## src/rtl/uart_frame_tx.sv

```systemverilog
// uart_frame_tx
// -----------------------------------------------------------------------------
// UART 8N1 transmitter for the PC report link. On a rising edge of `en` it
// captures a right-aligned ASCII message and sends min(nummax, MAXBYTES)
// bytes. The most-significant used byte goes first and each byte is sent LSB
// first. Consecutive frames are sent with no idle gap between them.
//
// Ports
//   clk     in   system clock
//   rst_n   in   asynchronous active-low reset
//   en      in   start request (only its rising edge matters)
//   data    in   message; byte k at data[8k+7:8k], byte nummax-1 sent first
//   nummax  in   number of bytes to send (0 = ignore request, >MAXBYTES clamps)
//   txd     out  serial line, idle high
//   busy    out  high while a message is in progress
//   done    out  one-cycle pulse on completion of the last stop bit
// -----------------------------------------------------------------------------
module uart_frame_tx #(
  parameter int BIT_CNT  = 703,
  parameter int MAXBYTES = 10
) (
  input  logic                    clk,
  input  logic                    rst_n,
  input  logic                    en,
  input  logic [8*MAXBYTES-1:0]   data,
  input  logic [5:0]              nummax,
  output logic                    txd,
  output logic                    busy,
  output logic                    done
);

  typedef enum logic [1:0] {
    S_IDLE,
    S_START,
    S_DATA,
    S_STOP
  } state_t;

  localparam logic [15:0] BIT_LAST  = 16'(BIT_CNT - 1);
  localparam logic [5:0]  MAX_N     = 6'(MAXBYTES);
  localparam logic [3:0]  LAST_IDX  = 4'(MAXBYTES - 1);

  state_t                  state_reg;
  logic                    en_d1_reg;
  logic [8*MAXBYTES-1:0]   data_l_reg;
  logic [15:0]             cnt_reg;
  logic [2:0]              bit_idx_reg;
  logic [3:0]              byte_idx_reg;
  logic                    txd_reg;
  logic                    busy_reg;
  logic                    done_reg;

  // Byte view of the held message. The table is padded to the full range of
  // the 4-bit byte index so the lookup can never fall outside the array.
  logic [7:0] byte_arr [16];

  genvar gi;
  generate
    for (gi = 0; gi < 16; gi++) begin : g_bytes
      if (gi < MAXBYTES) begin : g_used
        assign byte_arr[gi] = data_l_reg[8*gi +: 8];
      end else begin : g_pad
        assign byte_arr[gi] = 8'h00;
      end
    end
  endgenerate

  logic [7:0] cur_byte;
  logic       bit_end;
  logic       start_req;
  logic [3:0] start_last;

  assign cur_byte  = byte_arr[byte_idx_reg];
  assign bit_end   = (cnt_reg == BIT_LAST);
  assign start_req = en && !en_d1_reg && (nummax != 6'd0);

  // Index of the first byte to send: count-1, with the count clamped to the
  // register capacity.
  always_comb begin
    start_last = 4'd0;
    if (nummax > MAX_N) begin
      start_last = LAST_IDX;
    end else begin
      start_last = nummax[3:0] - 4'd1;
    end
  end

  always_ff @(posedge clk or negedge rst_n) begin
    if (!rst_n) begin
      state_reg    <= S_IDLE;
      en_d1_reg    <= 1'b0;
      data_l_reg   <= '0;
      cnt_reg      <= 16'd0;
      bit_idx_reg  <= 3'd0;
      byte_idx_reg <= 4'd0;
      txd_reg      <= 1'b1;
      busy_reg     <= 1'b0;
      done_reg     <= 1'b0;
    end else begin
      en_d1_reg <= en;
      done_reg  <= 1'b0;

      case (state_reg)
        S_IDLE: begin
          txd_reg  <= 1'b1;
          busy_reg <= 1'b0;
          cnt_reg  <= 16'd0;
          if (start_req) begin
            data_l_reg   <= data;
            byte_idx_reg <= start_last;
            bit_idx_reg  <= 3'd0;
            txd_reg      <= 1'b0;
            busy_reg     <= 1'b1;
            state_reg    <= S_START;
          end
        end

        S_START: begin
          if (bit_end) begin
            cnt_reg     <= 16'd0;
            bit_idx_reg <= 3'd0;
            txd_reg     <= cur_byte[0];
            state_reg   <= S_DATA;
          end else begin
            cnt_reg <= cnt_reg + 16'd1;
          end
        end

        S_DATA: begin
          if (bit_end) begin
            cnt_reg <= 16'd0;
            if (bit_idx_reg == 3'd7) begin
              txd_reg   <= 1'b1;
              state_reg <= S_STOP;
            end else begin
              bit_idx_reg <= bit_idx_reg + 3'd1;
              txd_reg     <= cur_byte[bit_idx_reg + 3'd1];
            end
          end else begin
            cnt_reg <= cnt_reg + 16'd1;
          end
        end

        S_STOP: begin
          if (bit_end) begin
            cnt_reg <= 16'd0;
            if (byte_idx_reg == 4'd0) begin
              // Line is already high from the stop bit; just close out.
              busy_reg  <= 1'b0;
              done_reg  <= 1'b1;
              state_reg <= S_IDLE;
            end else begin
              // Next frame's start bit follows immediately.
              byte_idx_reg <= byte_idx_reg - 4'd1;
              txd_reg      <= 1'b0;
              state_reg    <= S_START;
            end
          end else begin
            cnt_reg <= cnt_reg + 16'd1;
          end
        end

        default: begin
          state_reg <= S_IDLE;
          txd_reg   <= 1'b1;
          busy_reg  <= 1'b0;
        end
      endcase
    end
  end

  assign txd  = txd_reg;
  assign busy = busy_reg;
  assign done = done_reg;

endmodule
```

## config.mk

```make
export PLATFORM = sky130hd
export DESIGN_NAME = uart_frame_tx
export DESIGN_NICKNAME = d
export VERILOG_FILES = /design/src/rtl/uart_frame_tx.sv
export SDC_FILE = /design/constraint.sdc
export NUM_CORES = 1
export LEC_CHECK = 0
export ABC_AREA = 1
export CAP_MARGIN = 20
export CORE_MARGIN = 4
export CORE_UTILIZATION = 40
export DETAILED_ROUTE_END_ITERATION = 12
export PLACE_DENSITY = 0.7
export SLEW_MARGIN = 20
export SYNTH_ARGS = -nofsm -noshare
export SYNTH_HDL_FRONTEND = slang
export SYNTH_SLANG_ARGS = --single-unit
```

## constraint.sdc

```tcl
create_clock -name clk -period 1.9 [get_ports clk]
set_input_delay 0.57 -clock clk [delete_from_list [all_inputs] [get_ports clk]]
set_output_delay 0.57 -clock clk [all_outputs]
set_load 0.02 [all_outputs]
```

Word-level counts from Yosys, hierarchy flattened

Cells that the tools add are included.
W data, S select, Z words.

Word-level logic and storage cells: 83
Memories: 0
Output and inout port bits: 3
Bits in latches: 0
Bits in read-only memories: 0
Register bits after elaboration: 109
Bits of input ports: 89
Memory bits (writable): 0

Magnitude comparators: 3
Equality and inequality tests: 13
Shift operators: 0
Divide/modulo/power cells: 0
Reductions and logical operators: 15
Multiply operators: 0
Multiplexer cells: 38
Bitwise logic cells: 1
Add/sub/neg operators: 4

Operator list:

| cell                    | number |
|---|---|
| $bmux W8 S4             | 1 |
| $pmux W16 S2            | 1 |
| $add A16 B1 Y16 const B | 1 |
| $eq A16 B10 Y1 const B  | 1 |
| $mux W16                | 1 |
| $mux W4                 | 4 |
| $mux W8                 | 2 |
| $ne A2 B2 Y1 const B    | 8 |
| $mux W1                 | 14 |
| $mux W3                 | 4 |
| $mux W2                 | 5 |
| $reduce_and A5 Y1       | 2 |
| $pmux W3 S3             | 1 |
| $pmux W2 S4             | 1 |
| $pmux W4 S2             | 1 |
| $reduce_and A4 Y1       | 2 |
| $sub A4 B1 Y4 const B   | 2 |
| $gt A6 B4 Y1 const B    | 1 |
| $reduce_bool A6 Y1      | 1 |
| $ge A5 B5 Y1 const B    | 1 |
| $not A4 Y5              | 1 |
| $eq A2 B2 Y1 const B    | 2 |
| $logic_not A4 Y1        | 1 |
| $lt A3 B4 Y1 const B    | 1 |
| 14 further kinds        | 15 |

Longest topological paths before layout

Depth after elaboration: 9
Gate-level depth with buffers: 16
Depth with buffers taken out: 14

Worst setup path before layout

Ideal clock, no wire load.

Kind: in2reg
Start: in nummax[0]
End: reg data_l_reg[10]
Data arrival time: 1.709 ns
Stages on the path: 9
Buffers on the path: 2
Required time: 1.835 ns
Library setup time: 0.065 ns
Setup slack: 0.126 ns
Cells stage by stage: inv_1 > ha_1 > nand4_1 > nand2_1 > nor2_2 > buf_2 > buf_2 > nand2_1 > nand2_1

Longest elaborated chain between the ends: 3

RTL lines:

| element                     | RTL line | RTL |
|---|---|---|
| start: declaration          | 26       | `input logic [5:0] nummax,` |
| $reduce_bool A6 Y1          | 75       | `assign start_req = en && !en_d1_reg && (nummax != 6'd0);` |
| $logic_and A1 B1 Y1         | 75       |  |
| $reduce_and A2 Y1 (no line) | -        |  |
| end signal: assignment      | 109      | `data_l_reg <= data;` |
| end: declaration            | 45       | `logic [8*MAXBYTES-1:0] data_l_reg;` |

No other way between the ends.
A chain may end at the register's enable or synchronous reset.

Final worst setup path

Start: reg done_reg (netlist: done)
End: out done

RTL lines:

| element                  | RTL line | RTL |
|---|---|---|
| start: declaration       | 51       | `logic done_reg;` |
| start signal: assignment | 98       | `done_reg <= 1'b0;` |
| start signal: assignment | 101      | `done_reg <= 1'b0;` |
| start signal: assignment | 150      | `done_reg <= 1'b1;` |
| end: declaration         | 29       | `output logic done` |

No word-level cell between the ends.

==> impl_metrics.ini <==
[detailed_routing]
route.met2.wl_um = 6972
viasPerCell = 4.906
vias = 5142
top_layer = met4
routedWlPerCell_um = 14.41
met1_length_um = 6995
first_pass_iters = 4
postRouteAntennaNets = 0
drc = 0
routed_wirelength_um = 15100
drtIter0Drc = 411
dr_wl_met3_um = 847

[timing]
hold_slack_ns = 0.1645
drv_slew = 0
worst_pin_slew_ns = 0.4719
setup-violations-final = 0
clock_skew_ns = 0.008963
rsz0062_at_grt = yes
fmax_mhz = 545.6
fin_crit_ns = 1.833
slew-limit-headroom_pct = 68.54
fin_crit_sh_pct = 96.47
final_hold_viol_count = 0
final.setup.tns_ns = 0
layout_setup_ws_ns = 0.06702

[power_and_ir_drop]
p_leak_nw = 3.640
ir_worst_vdd_v = 0.0004195
p_total_mw = 4.857
pwr_density_cell_mw_per_mm2 = 646.5

[cells_and_area]
largest_reg_flops = 80
final_util_pct = 54.13
antenna_cells = 0
drive_above_1_share_pct = 12.44
final_area_mm2 = 0.007513
seq_area_mm2 = 0.002731
stdcell_count = 1048
area_growth_pct = 32.97
fillCellCount = 1340
layout.nets = 967
multi_input_area_mm2 = 0.002539

[logic_synthesis]
syn_avg_cell_area_um2 = 7.605
synth_common_cells = nand2_1 (292), dfrtp_1 (108), inv_1 (66), o21ai_0 (59), nand3_1 (58)
synthMuxAreaShare_pct = 0
yosysSeqAreaShare_pct = 48.29
yosys.area_share.simple_pct = 31.67
synth_fa_ha_area_share_pct = 3.100
synth_area_mm2 = 0.005650
yosys.cell_count.top_type = nand2_1
ys_ff_latch = 109
synthXorXnorAreaFrac_pct = 0.6200
synth_top_area_share_pct = 47.83
synth_cell_types = 37
synthArstFlopShare_pct = 100.0
dominantRegCellSynth = dfrtp_1
ys_top_cells_by_area = dfrtp_1 (48%), nand2_1 (19%), o21ai_0 (5.2%), nand3_1 (5.1%), inv_1 (4.4%)
synth_fp_nets = 846
yosysTopAreaCell = dfrtp_1
synth-edff-count = 0
synth_compound_area_share_pct = 8.636
synth_top_family_by_area = simple AND/OR/NAND/NOR gates
syn_inst = 743
ys.warnings.count = 0

[clock_tree]
clk_pin_slew_ns = 0.07
cts_buffers = 9
cts_tree = done
htree_num_levels = 3
cts-root-buf = clkbuf_16
clockBufferDepth = 2
clkSinkCount = 109
clk_latency_ns = 0.36

[placement]
dp_hpwl_um = 11010
place_area_mm2 = 0.007107
numPortBuffers = 91
routabilityCongestion = 0.8577
numPlacedInstances = 1029
pre_cts_slack_ns = -0.5169

[die]
start_util_pct = 40.71
die_width_um = 126.9
die-area_mm2 = 0.01609
num_io_pins = 92
die_h_um = 126.9
rows = 43
core_area_mm2 = 0.01388

[critical_path]
arrival_ns = 1.26
rr_startpoint = cnt_reg[0]
required_ns = 1.33
cp_num_buf_inv = 1
crit_path_end_kind = primary output
path_delay_family = buffers and inverters
cp-start-kind = register
criticalPathCategory = register to primary output
cpMaxStageDelayCell = clkdlybuf4s50_1
cp-startpoint = done
crit_fanout = 1
max_stage_delay_ns = 0.59
path_cells = clkdlybuf4s50_1

[grt]
grt_pass1_vias = 5192
grt_first_pass_wirelength_um = 25030
grtUsageTotal_pct = 19.23
grt_max_degree = 53
overflow = 0
antenna_found_initial = 0

[min_path]
min_path_type = input pin to asynchronous set/reset pin

[job]
max-cap-violations = 0

[run_status]
outcome = complete, no violations
[placed cells by master (no fill, tap or decap), types with 3 or more instances in the layout]
master,count
buf_12,10
nand3_1,57
ha_1,12
nor3_1,5
inv_1,65
dfrtp_1,106
buf_4,40
nor2_1,33
nand2_1,287
o21ai_1,5
nand4_1,7
inv_2,8
nor2_4,3
o21ai_0,57
clkbuf_16,10
nor2_2,3
a21oi_1,19
clkbuf_8,3
nand2_2,8
dlygate4sd2_1,4
clkdlybuf4s50_1,86
o211ai_1,5
nand3_2,3
[logic make-up after synthesis]
family	count (synthesis)
flip-flops	109
AND/OR/NAND/NOR	417
buffers and inverters	106
XOR/XNOR	4
AO/OA/AOI/OAI	93
adder cells (fa/ha/maj)	14
[power breakdown]
group | switching [mW] | leakage [nW] | total, mW | internal [mW]
Combinational | 0.184 | 2.17 | 0.425 | 0.241
Clock | 0.845 | 0.155 | 1.97 | 1.12
Sequential | 0.0438 | 1.31 | 2.46 | 2.42
[worst paths after layout]
path | slack (ns) | to | cells past startpoint
max in group asynchronous | 1.15 | byte_idx_reg[0] | 2
max reg2reg | 0.14 | byte_idx_reg[0] | 10
min in group clk | 0.47 | data_l_reg[59] | 2
min | 0.16 | bit_idx_reg[0] | 1
max | 0.07 | done | 1
min reg2reg | 0.47 | data_l_reg[59] | 2
[routing by layer]
metal  GRT usage (%)  vias to the layer above
met5               0                        -
met4           5.804                        0
met3           4.842                       18
met2           29.92                      112
met1           26.60                     2414
li1                -                     2598
[cell type report]
type / instances / area share, %
Inverter: 75 / 3.813
Tap cell: 180 / 2.998
Multi-Input combinational cell: 528 / 33.79
Clock buffer: 12 / 3.547
Clock inverter: 3 / 0.5828
Timing Repair Buffer: 141 / 18.92
Sequential cell: 109 / 36.35
[repair_timing]
action / CTS / global route
hold buffers: 0 / 0
setup endpoints to repair: 6 / 9
gates cloned: 0 / 1
pin swaps: 3 / 3
resized for setup: 9 / 16
setup buffers: 2 / 1
No activity file was read; power rests on OpenSTA's default activity.
